[config.mk]
export PLATFORM = sky130hd
export DESIGN_NAME = ex_stage
export DESIGN_NICKNAME = d
export VERILOG_FILES = /design/src/rtl/cpu_pkg.sv /design/src/rtl/ex_stage_alu.sv /design/src/rtl/ex_stage.sv
export SDC_FILE = /design/constraint.sdc
export NUM_CORES = 1
export LEC_CHECK = 0
export ABC_CLOCK_PERIOD_IN_PS = 5590
export BUFFER_PORTS_ARGS = -buffer_cell sky130_fd_sc_hd__buf_2
export CORE_MARGIN = 10
export CORE_UTILIZATION = 29
export DETAILED_ROUTE_END_ITERATION = 8
export PLACE_DENSITY_LB_ADDON = 0.3
export SLEW_MARGIN = 20
export SYNTH_ARGS = -nofsm -noshare
export SYNTH_HDL_FRONTEND = slang
export SYNTH_SLANG_ARGS = --single-unit
export TNS_END_PERCENT = 10
[constraint.sdc]
create_clock -name clk -period 5.59 [get_ports clk]
set_input_delay 0.559 -clock clk [delete_from_list [all_inputs] [get_ports clk]]
set_output_delay 0.559 -clock clk [all_outputs]
set_load 0.02 [all_outputs]
[src/rtl/cpu_pkg.sv]
// Shared CPU constants: ALU operation encodings and the link register index.
package cpu_pkg;

  localparam logic [2:0] ALU_AND = 3'b000;
  localparam logic [2:0] ALU_OR  = 3'b001;
  localparam logic [2:0] ALU_ADD = 3'b010;
  localparam logic [2:0] ALU_SUB = 3'b110;
  localparam logic [2:0] ALU_SLT = 3'b111;

  localparam logic [4:0] REG_RA = 5'd31;

endpackage

[src/rtl/ex_stage_alu.sv]
// Combinational ALU: AND/OR/ADD/SUB/SLT on two's complement operands, wrapping, no overflow flag.
module alu
  import cpu_pkg::*;
#(
  parameter int WIDTH = 32
) (
  input  logic [WIDTH-1:0] a,
  input  logic [WIDTH-1:0] b,
  input  logic [2:0]       opc,
  output logic [WIDTH-1:0] result,
  output logic             zero
);

  logic slt;

  assign slt = ($signed(a) < $signed(b));

  always_comb begin
    result = '0;
    case (opc)
      ALU_AND: result = a & b;
      ALU_OR:  result = a | b;
      ALU_ADD: result = a + b;
      ALU_SUB: result = a - b;
      ALU_SLT: result = {{(WIDTH-1){1'b0}}, slt};
      default: result = '0;
    endcase
  end

  assign zero = (result == '0);

endmodule

[src/rtl/ex_stage.sv]
// MIPS execute stage: operand forwarding, ALU, destination select and the EX/MEM register.
// One cycle from ID/EX values to outputs; stall holds EX/MEM, flush (which wins) loads a bubble.
module ex_stage
  import cpu_pkg::*;
#(
  parameter int WIDTH    = 32,
  parameter int REG_BITS = 5
) (
  input  logic                clk,
  input  logic                rst_n,
  input  logic                stall,
  input  logic                flush,
  input  logic [WIDTH-1:0]    rega_data,
  input  logic [WIDTH-1:0]    regb_data,
  input  logic [WIDTH-1:0]    pc1,
  input  logic [WIDTH-1:0]    data_extend16,
  input  logic [REG_BITS-1:0] rs,
  input  logic [REG_BITS-1:0] rt,
  input  logic [REG_BITS-1:0] rd,
  input  logic [2:0]          alu_opc,
  input  logic                reg_dst,
  input  logic                r31,
  input  logic                reg_write,
  input  logic                alu_src,
  input  logic                mem_read,
  input  logic                mem_write,
  input  logic                mem_to_reg,
  input  logic                write_pc_4,
  input  logic                wb_reg_write,
  input  logic [REG_BITS-1:0] wb_write_reg,
  input  logic [WIDTH-1:0]    wb_write_data,
  output logic [WIDTH-1:0]    alu_result_o,
  output logic                zero_o,
  output logic [WIDTH-1:0]    store_data_o,
  output logic [WIDTH-1:0]    pc1_o,
  output logic [REG_BITS-1:0] write_reg_o,
  output logic                reg_write_o,
  output logic                mem_read_o,
  output logic                mem_write_o,
  output logic                mem_to_reg_o,
  output logic                write_pc_4_o
);

  logic [WIDTH-1:0]    alu_result_q, store_data_q, pc1_q;
  logic [REG_BITS-1:0] write_reg_q;
  logic                zero_q, reg_write_q, mem_read_q, mem_write_q, mem_to_reg_q, write_pc_4_q;

  logic [WIDTH-1:0]    alu_result_d, store_data_d, alu_b;
  logic [REG_BITS-1:0] write_reg_d;
  logic                zero_d;

  logic [WIDTH-1:0]    exmem_fwd, op_a, op_b;
  logic                ex_hit_a, ex_hit_b, wb_hit_a, wb_hit_b;

  // Loads in EX/MEM are never forwarded: the ID hazard unit already bubbled the consumer.
  assign exmem_fwd = write_pc_4_q ? pc1_q : alu_result_q;

  assign ex_hit_a = reg_write_q && !mem_to_reg_q && (write_reg_q == rs) && (rs != '0);
  assign ex_hit_b = reg_write_q && !mem_to_reg_q && (write_reg_q == rt) && (rt != '0);
  assign wb_hit_a = wb_reg_write && (wb_write_reg == rs) && (rs != '0);
  assign wb_hit_b = wb_reg_write && (wb_write_reg == rt) && (rt != '0);

  assign op_a = ex_hit_a ? exmem_fwd : (wb_hit_a ? wb_write_data : rega_data);
  assign op_b = ex_hit_b ? exmem_fwd : (wb_hit_b ? wb_write_data : regb_data);

  assign alu_b        = alu_src ? data_extend16 : op_b;
  assign store_data_d = op_b;
  assign write_reg_d  = r31 ? REG_BITS'(REG_RA) : (reg_dst ? rd : rt);

  alu #(.WIDTH(WIDTH)) u_alu (
    .a      (op_a),
    .b      (alu_b),
    .opc    (alu_opc),
    .result (alu_result_d),
    .zero   (zero_d)
  );

  always_ff @(posedge clk) begin
    if (!rst_n || flush) begin
      alu_result_q <= '0;
      zero_q       <= 1'b0;
      store_data_q <= '0;
      pc1_q        <= '0;
      write_reg_q  <= '0;
      reg_write_q  <= 1'b0;
      mem_read_q   <= 1'b0;
      mem_write_q  <= 1'b0;
      mem_to_reg_q <= 1'b0;
      write_pc_4_q <= 1'b0;
    end else if (!stall) begin
      alu_result_q <= alu_result_d;
      zero_q       <= zero_d;
      store_data_q <= store_data_d;
      pc1_q        <= pc1;
      write_reg_q  <= write_reg_d;
      reg_write_q  <= reg_write;
      mem_read_q   <= mem_read;
      mem_write_q  <= mem_write;
      mem_to_reg_q <= mem_to_reg;
      write_pc_4_q <= write_pc_4;
    end
  end

  assign alu_result_o = alu_result_q;
  assign zero_o       = zero_q;
  assign store_data_o = store_data_q;
  assign pc1_o        = pc1_q;
  assign write_reg_o  = write_reg_q;
  assign reg_write_o  = reg_write_q;
  assign mem_read_o   = mem_read_q;
  assign mem_write_o  = mem_write_q;
  assign mem_to_reg_o = mem_to_reg_q;
  assign write_pc_4_o = write_pc_4_q;

endmodule
==> results of run 1 <==
[flip-flops by register name, indices dropped and copies added (netlist names)]
| signal | flops |
|---|---|
| mem_read_o | 1 |
| mem_write_o | 1 |
| pc1_o | 32 |
| store_data_o | 32 |
| zero_o | 1 |
| write_reg_o | 5 |
| alu_result_o | 32 |
| mem_to_reg_o | 1 |
| write_pc_4_o | 1 |
| reg_write_o | 1 |
[worst max-delay path: cells and delay by family]
kind                     cells  cell delay (ns)
adder cells (fa/ha/maj)      1             0.36
AND/OR/NAND/NOR              6             1.19
multiplexers                 2             0.55
AO/OA/AOI/OAI                9             2.34
buffers and inverters        4             0.65
[final cells by class]
| cell class | instances | area, sq um |
|---|---|---|
| Clock inverter | 6 | 83.8 |
| Antenna cell | 1 | 2.50 |
| Timing Repair Buffer | 509 | 3150 |
| Multi-Input combinational cell | 1195 | 8920 |
| Fill cell | 4132 | 24300 |
| Sequential cell | 107 | 2140 |
| Clock buffer | 10 | 229 |
| Tap cell | 525 | 657 |
| Inverter | 98 | 368 |
[how the worst max path moves through the flow]
stage | depth (start not counted) | start | end
floorplan | 22 | wb_write_reg[0] | zero_o
global placement | 26 | rt[1] | zero_o
detailed placement | 22 | rt[1] | zero_o
CTS | 26 | rt[1] | zero_o
global route | 22 | rt[1] | zero_o
finish | 22 | rt[1] | zero_o
[power breakdown]
group | total (mW) | switching [mW] | internal (mW)
Sequential | 0.818 | 0.0289 | 0.789
Clock | 0.702 | 0.342 | 0.360
Combinational | 1.47 | 0.834 | 0.634
Total | 2.99 | 1.21 | 1.78
[through the flow]
step,utilization,total power [mW],worst slack [ns]
final,0.390,2.99,0.236
after global routing,0.390,3.15,-0.00727
after CTS,0.387,2.96,0.138
after detailed placement,0.379,2.25,-0.231
after global placement,0.379,2.25,-0.276
after floorplan,-,1.63,0.0895
[repair_timing]
item,4_1_cts,5_1_grt
hold buffers,0,0
hold endpoints to repair,0,0
setup endpoints to repair,0,4
setup buffers,0,1
gates resized for setup,0,29
[layer usage]
layer  wire length, microns  vias to the layer above  GRT usage  part of all wire
met1                  26300                     6321      0.305              0.47
met5                     10                        -          0           0.00018
met2                  25600                      542      0.346              0.45
met4                    818                        2     0.0467             0.014
li1                       -                     6195          -                 -
met3                   3730                       43     0.0344             0.066
[cells in the mapped netlist (4+ instances only)]
| master | count | share of area |
|---|---|---|
| nor2_1 | 177 | 0.057 |
| mux2i_1 | 169 | 0.14 |
| a21oi_1 | 127 | 0.054 |
| ha_1 | 116 | 0.12 |
| dfxtp_1 | 107 | 0.18 |
| inv_1 | 96 | 0.031 |
| nand2_1 | 78 | 0.025 |
| o21ai_0 | 63 | 0.027 |
| clkbuf_1 | 60 | 0.019 |
| a211oi_1 | 59 | 0.038 |
| nor2b_1 | 48 | 0.026 |
| mux2_2 | 46 | 0.044 |
| xnor2_1 | 35 | 0.026 |
| nor3_1 | 21 | 0.0090 |
| nand4_1 | 18 | 0.0096 |
| o211ai_1 | 16 | 0.010 |
| a21o_1 | 15 | 0.0096 |
| buf_1 | 15 | 0.0048 |
| nand3_1 | 13 | 0.0055 |
| nor4_1 | 13 | 0.0069 |
| xor2_1 | 12 | 0.0090 |
| nand2b_1 | 10 | 0.0053 |
| a221oi_1 | 9 | 0.0067 |
| a31oi_1 | 9 | 0.0048 |
| clkbuf_8 | 9 | 0.011 |
| o21a_1 | 8 | 0.0051 |
| o211a_1 | 7 | 0.0060 |
| o221ai_1 | 7 | 0.0052 |
| a211o_1 | 6 | 0.0045 |
| o21bai_1 | 6 | 0.0038 |
| o31ai_1 | 6 | 0.0038 |
| or3_1 | 6 | 0.0032 |
| o2111ai_1 | 5 | 0.0037 |
| o22ai_1 | 5 | 0.0027 |
| or4_1 | 5 | 0.0032 |
| and3_1 | 4 | 0.0021 |
| o21ba_2 | 4 | 0.0034 |
| o31a_1 | 4 | 0.0030 |
[kinds of logic after synthesis]
kind of cell	count (synthesis)
AO/OA/AOI/OAI	392
multiplexers	215
adder cells (fa/ha/maj)	118
buffers and inverters	189
flip-flops	107
AND/OR/NAND/NOR	423
XOR/XNOR	47
==> metrics.yaml, run 1 <==
status:
  status: "finished clean"
route:
  final_antenna_net_count: 0
  num_vias: 13100
  viasPerCell: 5.35
  wl_per_cell_microns: 23.0
  wl_mm: 56.4
  drtIter0Drc: 1165
  drc: 0
  drtPass1Iterations: 5
floorplan:
  die_h_microns: 221
  die_area_sq_um: 48900
  fp.coreArea_sq_um: 39800
  row_count: 73
  io_pins: 303
  initial_core_util: 0.294
  fp.dieW_microns: 221
logic_synthesis:
  synthSimpleGateAreaFrac: 0.173
  yosysUniqueCellTypes: 87
  async_flop_share: 0
  synth_warnings: 0
  synth_top_family_by_area: "compound AO/OA/AOI/OAI gates"
  avgSynthCellArea_sq_um: 7.86
  synth-compound-area-share: 0.220
  syn_nets: 1805
  syn-cell-area_sq_um: 11700
  synthCells: 1491
  ys_seq_area_frac: 0.183
  yosys.area_share.xor_xnor: 0.0351
  synthMuxAreaShare: 0.188
  synth-seq-cells: 107
  synth_edf_count: 0
  synth_fa_ha_area_frac: 0.127
  synth_ff_type: "dfxtp_1"
timing:
  holdWs_ns: 0.416
  finClkSkew_ns: 0.0120
  tns_ns: 0
  tightest_slew_ns: 1.18
  setup_viol: 0
  slew_viol_final: 0
  maxSlewHeadroom: 0.214
  layout_worst_path_cycle_share: 0.958
  finalCriticalPeriod_ns: 5.35
  fmax_mhz: 187
  hold_viol: 0
global_route:
  globalRoute.totalOverflow: 0
  grt_max_degree: 68
  grt_pass1_vias: 12700
  antenna_found_initial: 3
  grt_usage: 0.219
  grt_pass1_wl_mm: 83.7
run:
  cap_viol_max_count: 0
hold_path:
  worstHoldEndpoint: "pc1_o[25]"
  min_path_type: "primary input to flip-flop"
  hold_depth: 3
  hold_start: "pc1[25]"
worst_setup_path:
  worst_ep_arrival_time_ns: 5.66
  timing.rr.end: "zero_o"
  crit_type: "primary input to flip-flop"
  r2r_start: "reg_write_o"
  critPathMaxStageDelay_ns: 0.55
  reg2reg_depth: 20
  r2r_setup_slack_ns: 0.46
  cp.required_ns: 5.89
  slowest_stage: "or4_4"
  path_cells: "buf_2 -> or4_4 -> nor2_4 -> nor4_4 -> buf_12 -> buf_4 -> a211oi_1 -> a21oi_1 -> mux2_2 -> ha_1 -> nor2_1 -> a211oi_1 -> nor2_1 -> o31ai_1 -> nand2_1 -> o211ai_2 -> o21ai_0 -> o41ai_2 -> buf_4 -> mux2i_1 -> o21ai_2 -> o31ai_2"
  crit_fanout: 21
  endpoint_kind: "flip-flop"
  critPathLaunchType: "primary input"
power_and_ir_drop:
  powerDensity_nw_per_um2: 192
  leakage_nw: 7.31
  ir_drop_v: 0.000177
clock_tree:
  htreeDepth: 3
  clk_pin_slew_worst_paths_ns: 0.09
  clock-sinks: 107
  cts_tree: "built"
  cts_buffer_depth: 2
  cts_made_buffers: 9
  cts-root-buf: "clkbuf_16"
  clock_latency_ns: 0.38
cells_and_area:
  stdcell_count: 2451
  drive_above_1_share: 0.325
  layout.nets: 2234
  mostFrequentLayoutCell: "buf_2"
  design_area_sq_um: 15500
  mostFrequentLayoutCells: "buf_2 (301), buf_4 (201), nor2_1 (176), mux2i_1 (169), a21oi_1 (125)"
  syn_to_final_growth_pct: 32.6
placement:
  dp_hpwl_mm: 46.6
  place_inst: 2433
  gp_congestion: 0.980
  port_buffers: 302
  dpl_cell_area_sq_um: 15100
Note: power is estimated with default switching activity, not from simulation.
==> run 2: changes to the inputs <==
--- a/config.mk
+++ b/config.mk
@@ -6,10 +6,10 @@
 export NUM_CORES = 1
 export LEC_CHECK = 0
 export ABC_CLOCK_PERIOD_IN_PS = 5590
-export BUFFER_PORTS_ARGS = -buffer_cell sky130_fd_sc_hd__buf_2
-export CORE_MARGIN = 10
+export CORE_MARGIN = 5
 export CORE_UTILIZATION = 29
 export DETAILED_ROUTE_END_ITERATION = 8
+export DONT_BUFFER_PORTS = 1
 export PLACE_DENSITY_LB_ADDON = 0.3
 export SLEW_MARGIN = 20
 export SYNTH_ARGS = -nofsm -noshare
==> run 2 against run 1 <==
Against the previous run: worst setup slack got worse by 0.024 ns; final area decreased by 5.2%; count of clock-buffer cells in the layout unchanged; fmax decreased by 0.45%; power decreased by 0.75%; utilization decreased by 2.0 points.
==> metrics.yaml, run 2 (synthesized netlist as in run 1, its figures left out) <==
global_route:
  antenna_found_initial: 4  # was 3
  grt_max_degree: 68  # unchanged
  globalRoute.totalOverflow: 0  # unchanged
  grt_pass1_wl_mm: 77.9  # was 83.7 mm
  grt_pass1_vias: 11800  # was 12700
  grt_usage: 0.227  # was 0.219
power_and_ir_drop:
  ir_drop_v: 0.000117  # was 0.000177 V
  total_power_mw: 2.97  # was 2.99 mW
  leakage_nw: 6.34  # was 7.31 nW
  powerDensity_nw_per_um2: 201  # was 192 nW/um^2
clock_tree:
  cts_tree: "built"  # unchanged
  cts_buffer_depth: 2  # unchanged
  clk_pin_slew_worst_paths_ns: 0.08  # was 0.09 ns
  htreeDepth: 3  # unchanged
  cts_made_buffers: 9  # unchanged
  clock-sinks: 107  # unchanged
  cts-root-buf: "clkbuf_16"  # unchanged
  clock_latency_ns: 0.38  # about the same
hold_path:
  hold_start: "pc1[20]"  # was pc1[25]
  worstHoldEndpoint: "pc1_o[20]"  # was pc1_o[25]
  hold_depth: 2  # was 3
  min_path_type: "primary input to flip-flop"  # unchanged
worst_setup_path:
  endpoint_kind: "flip-flop"  # unchanged
  critPathLaunchType: "flip-flop"  # was primary input
  cp.required_ns: 5.89  # about the same
  worst_ep_arrival_time_ns: 5.67  # was 5.66 ns
  reg2reg_depth: 25  # was 20
  r2r_start: "write_reg_o[3]"  # was reg_write_o
  cp-startpoint: "write_reg_o[3]"  # was rt[1]
  r2r_setup_slack_ns: 0.21  # was 0.46 ns
  path_buf_inv: 8  # was 4
  critPathMostFrequentCell: "buf_4"
  crit_type: "flip-flop to flip-flop"  # was primary input to flip-flop
  crit_family: "simple AND/OR/NAND/NOR gates"  # was compound AO/OA/AOI/OAI gates
  slowest_stage: "or4b_4"  # was or4_4
  critPathMaxStageDelay_ns: 0.54  # was 0.55 ns
  crit_fanout: 12  # was 21
  timing.rr.end: "zero_o"  # unchanged
timing:
  setup_viol: 0  # unchanged
  slew_viol_final: 0  # unchanged
  hold_viol: 0  # unchanged
  fmax_mhz: 186  # was 187 MHz
  tightest_slew_ns: 0.898  # was 1.18 ns
  finalCriticalPeriod_ns: 5.38  # was 5.35 ns
  maxSlewHeadroom: 0.399  # was 0.214
  tns_ns: 0  # unchanged
  layout_worst_path_cycle_share: 0.962  # was 0.958
  finClkSkew_ns: 0.0124  # was 0.0120 ns
cells_and_area:
  syn_to_final_growth_pct: 25.7  # was 32.6%
  mostFrequentLayoutCells: "buf_4 (266), nor2_1 (175), mux2i_1 (169), a21oi_1 (118), ha_1 (110)"  # was buf_2 (301), buf_4 (201), nor2_1 (176), mux2i_1 (169), a21oi_1 (125)
  ff_latch_area_sq_um: 2140  # about the same
  mostFrequentLayoutCell: "buf_4"  # was buf_2
  drive_above_1_share: 0.249  # was 0.325
  layout.nets: 1999  # was 2234
  multiInputGateArea_sq_um: 9100  # was 8920 sq um
  final_util: 0.370  # was 0.390
  fill_cells: 4166  # was 4132
placement:
  port_buffers: 0  # was 302
  dp_hpwl_mm: 43.6  # was 46.6 mm
  gp_congestion: 0.974  # was 0.980
route:
  final_antenna_net_count: 0  # unchanged
  wl_per_cell_microns: 24.2  # was 23.0 microns
  drtIter0Drc: 1281  # was 1165
  drtPass1Iterations: 5  # unchanged
  wl_mm: 53.7  # was 56.4 mm
  drc: 0  # unchanged
  num_vias: 12300  # was 13100
  viasPerCell: 5.54  # was 5.35
floorplan:
  row_count: 73  # unchanged
  fp.coreArea_sq_um: 39800  # unchanged
  io_pins: 303  # unchanged
  die_h_microns: 211  # was 221 microns
  initial_core_util: 0.294  # unchanged
  die_area_sq_um: 44500  # was 48900 sq um
  fp.dieW_microns: 211  # was 221 microns
run:
  cap_viol_max_count: 0  # unchanged
status:
  status: "finished clean"  # unchanged
run 2: cell count changes in the layout (fill, tap and decap cells not counted), moves of 3 or more:
| cell | previous run | this run |
|---|---|---|
| a21oi_2 | 2 | 9 |
| a211oi_1 | 55 | 48 |
| ha_1 | 113 | 110 |
| buf_2 | 301 | 0 |
| buf_4 | 201 | 266 |
| mux2_2 | 45 | 41 |
| mux2_4 | 1 | 5 |
| a211oi_2 | 4 | 9 |
| a21oi_1 | 125 | 118 |
run 2: worst reg2reg max path: stages (launching register included):
cell	delay, ns
dfxtp_1	0.42
buf_6	0.17
xnor2_2	0.12
nand4_1	0.19
nor4_4	0.28
buf_4	0.18
buf_12	0.14
buf_4	0.19
a211oi_1	0.08
a21oi_1	0.25
mux2_4	0.22
buf_4	0.10
inv_1	0.04
ha_1	0.21
a21o_1	0.21
or4b_4	0.54
and3b_2	0.27
nor3_4	0.19
a2111oi_2	0.12
nor4_4	0.29
buf_4	0.19
nand4_1	0.17
nor4_2	0.25
buf_4	0.15
nand4_1	0.10
o31ai_2	0.25
run 2: cell type report:
type / count / area share
Inverter: 98 / 0.0250
Sequential cell: 107 / 0.146
Timing Repair Buffer: 274 / 0.146
Clock buffer: 10 / 0.0155
Tap cell: 525 / 0.0446
Clock inverter: 5 / 0.00586
Multi-Input combinational cell: 1195 / 0.618
Antenna cell: 2 / 0.000340
run 2: repair_timing:
item                       4_1_cts  5_1_grt
setup buffers                    6        7
gates resized for setup          9       70
hold buffers                     0        0
pin swaps                        3       13
setup endpoints to repair        5        4
hold endpoints to repair         0        0
cloned                           0        1
run 2: worst max-delay path by stage:
stage	end	slack, ns	cells past startpoint
global route	zero_o	-0.06	25
detailed placement	zero_o	-0.70	21
finish	zero_o	0.21	25
CTS	zero_o	0.02	26
global placement	zero_o	-0.66	21
floorplan	zero_o	0.09	22
run 2: per-layer routing:
layer,vias to the layer above,track usage,part of all wire
met3,60,0.0377,0.082
met2,555,0.362,0.45
met4,0,0.0539,0.018
met5,-,0,0
met1,5923,0.320,0.45
li1,5728,-,-
run 2: per-stage QoR:
stage	worst slack (ns)	std cells	area [sq um]	hold WS, ns
after floorplan	0.0895	1491	11700	0.547
after global placement	-0.658	2185	13900	0.600
after detailed placement	-0.696	2185	13900	0.602
after CTS	0.0187	2206	14300	0.320
after global routing	-0.0589	2216	14700	0.320
final	0.212	2216	14700	0.328
run 2: power breakdown:
group | switching [mW] | leakage [nW] | internal [mW]
logic | 0.756 | 5.32 | 0.640
clock network | 0.321 | 0.153 | 0.394
registers | 0.0653 | 0.872 | 0.790
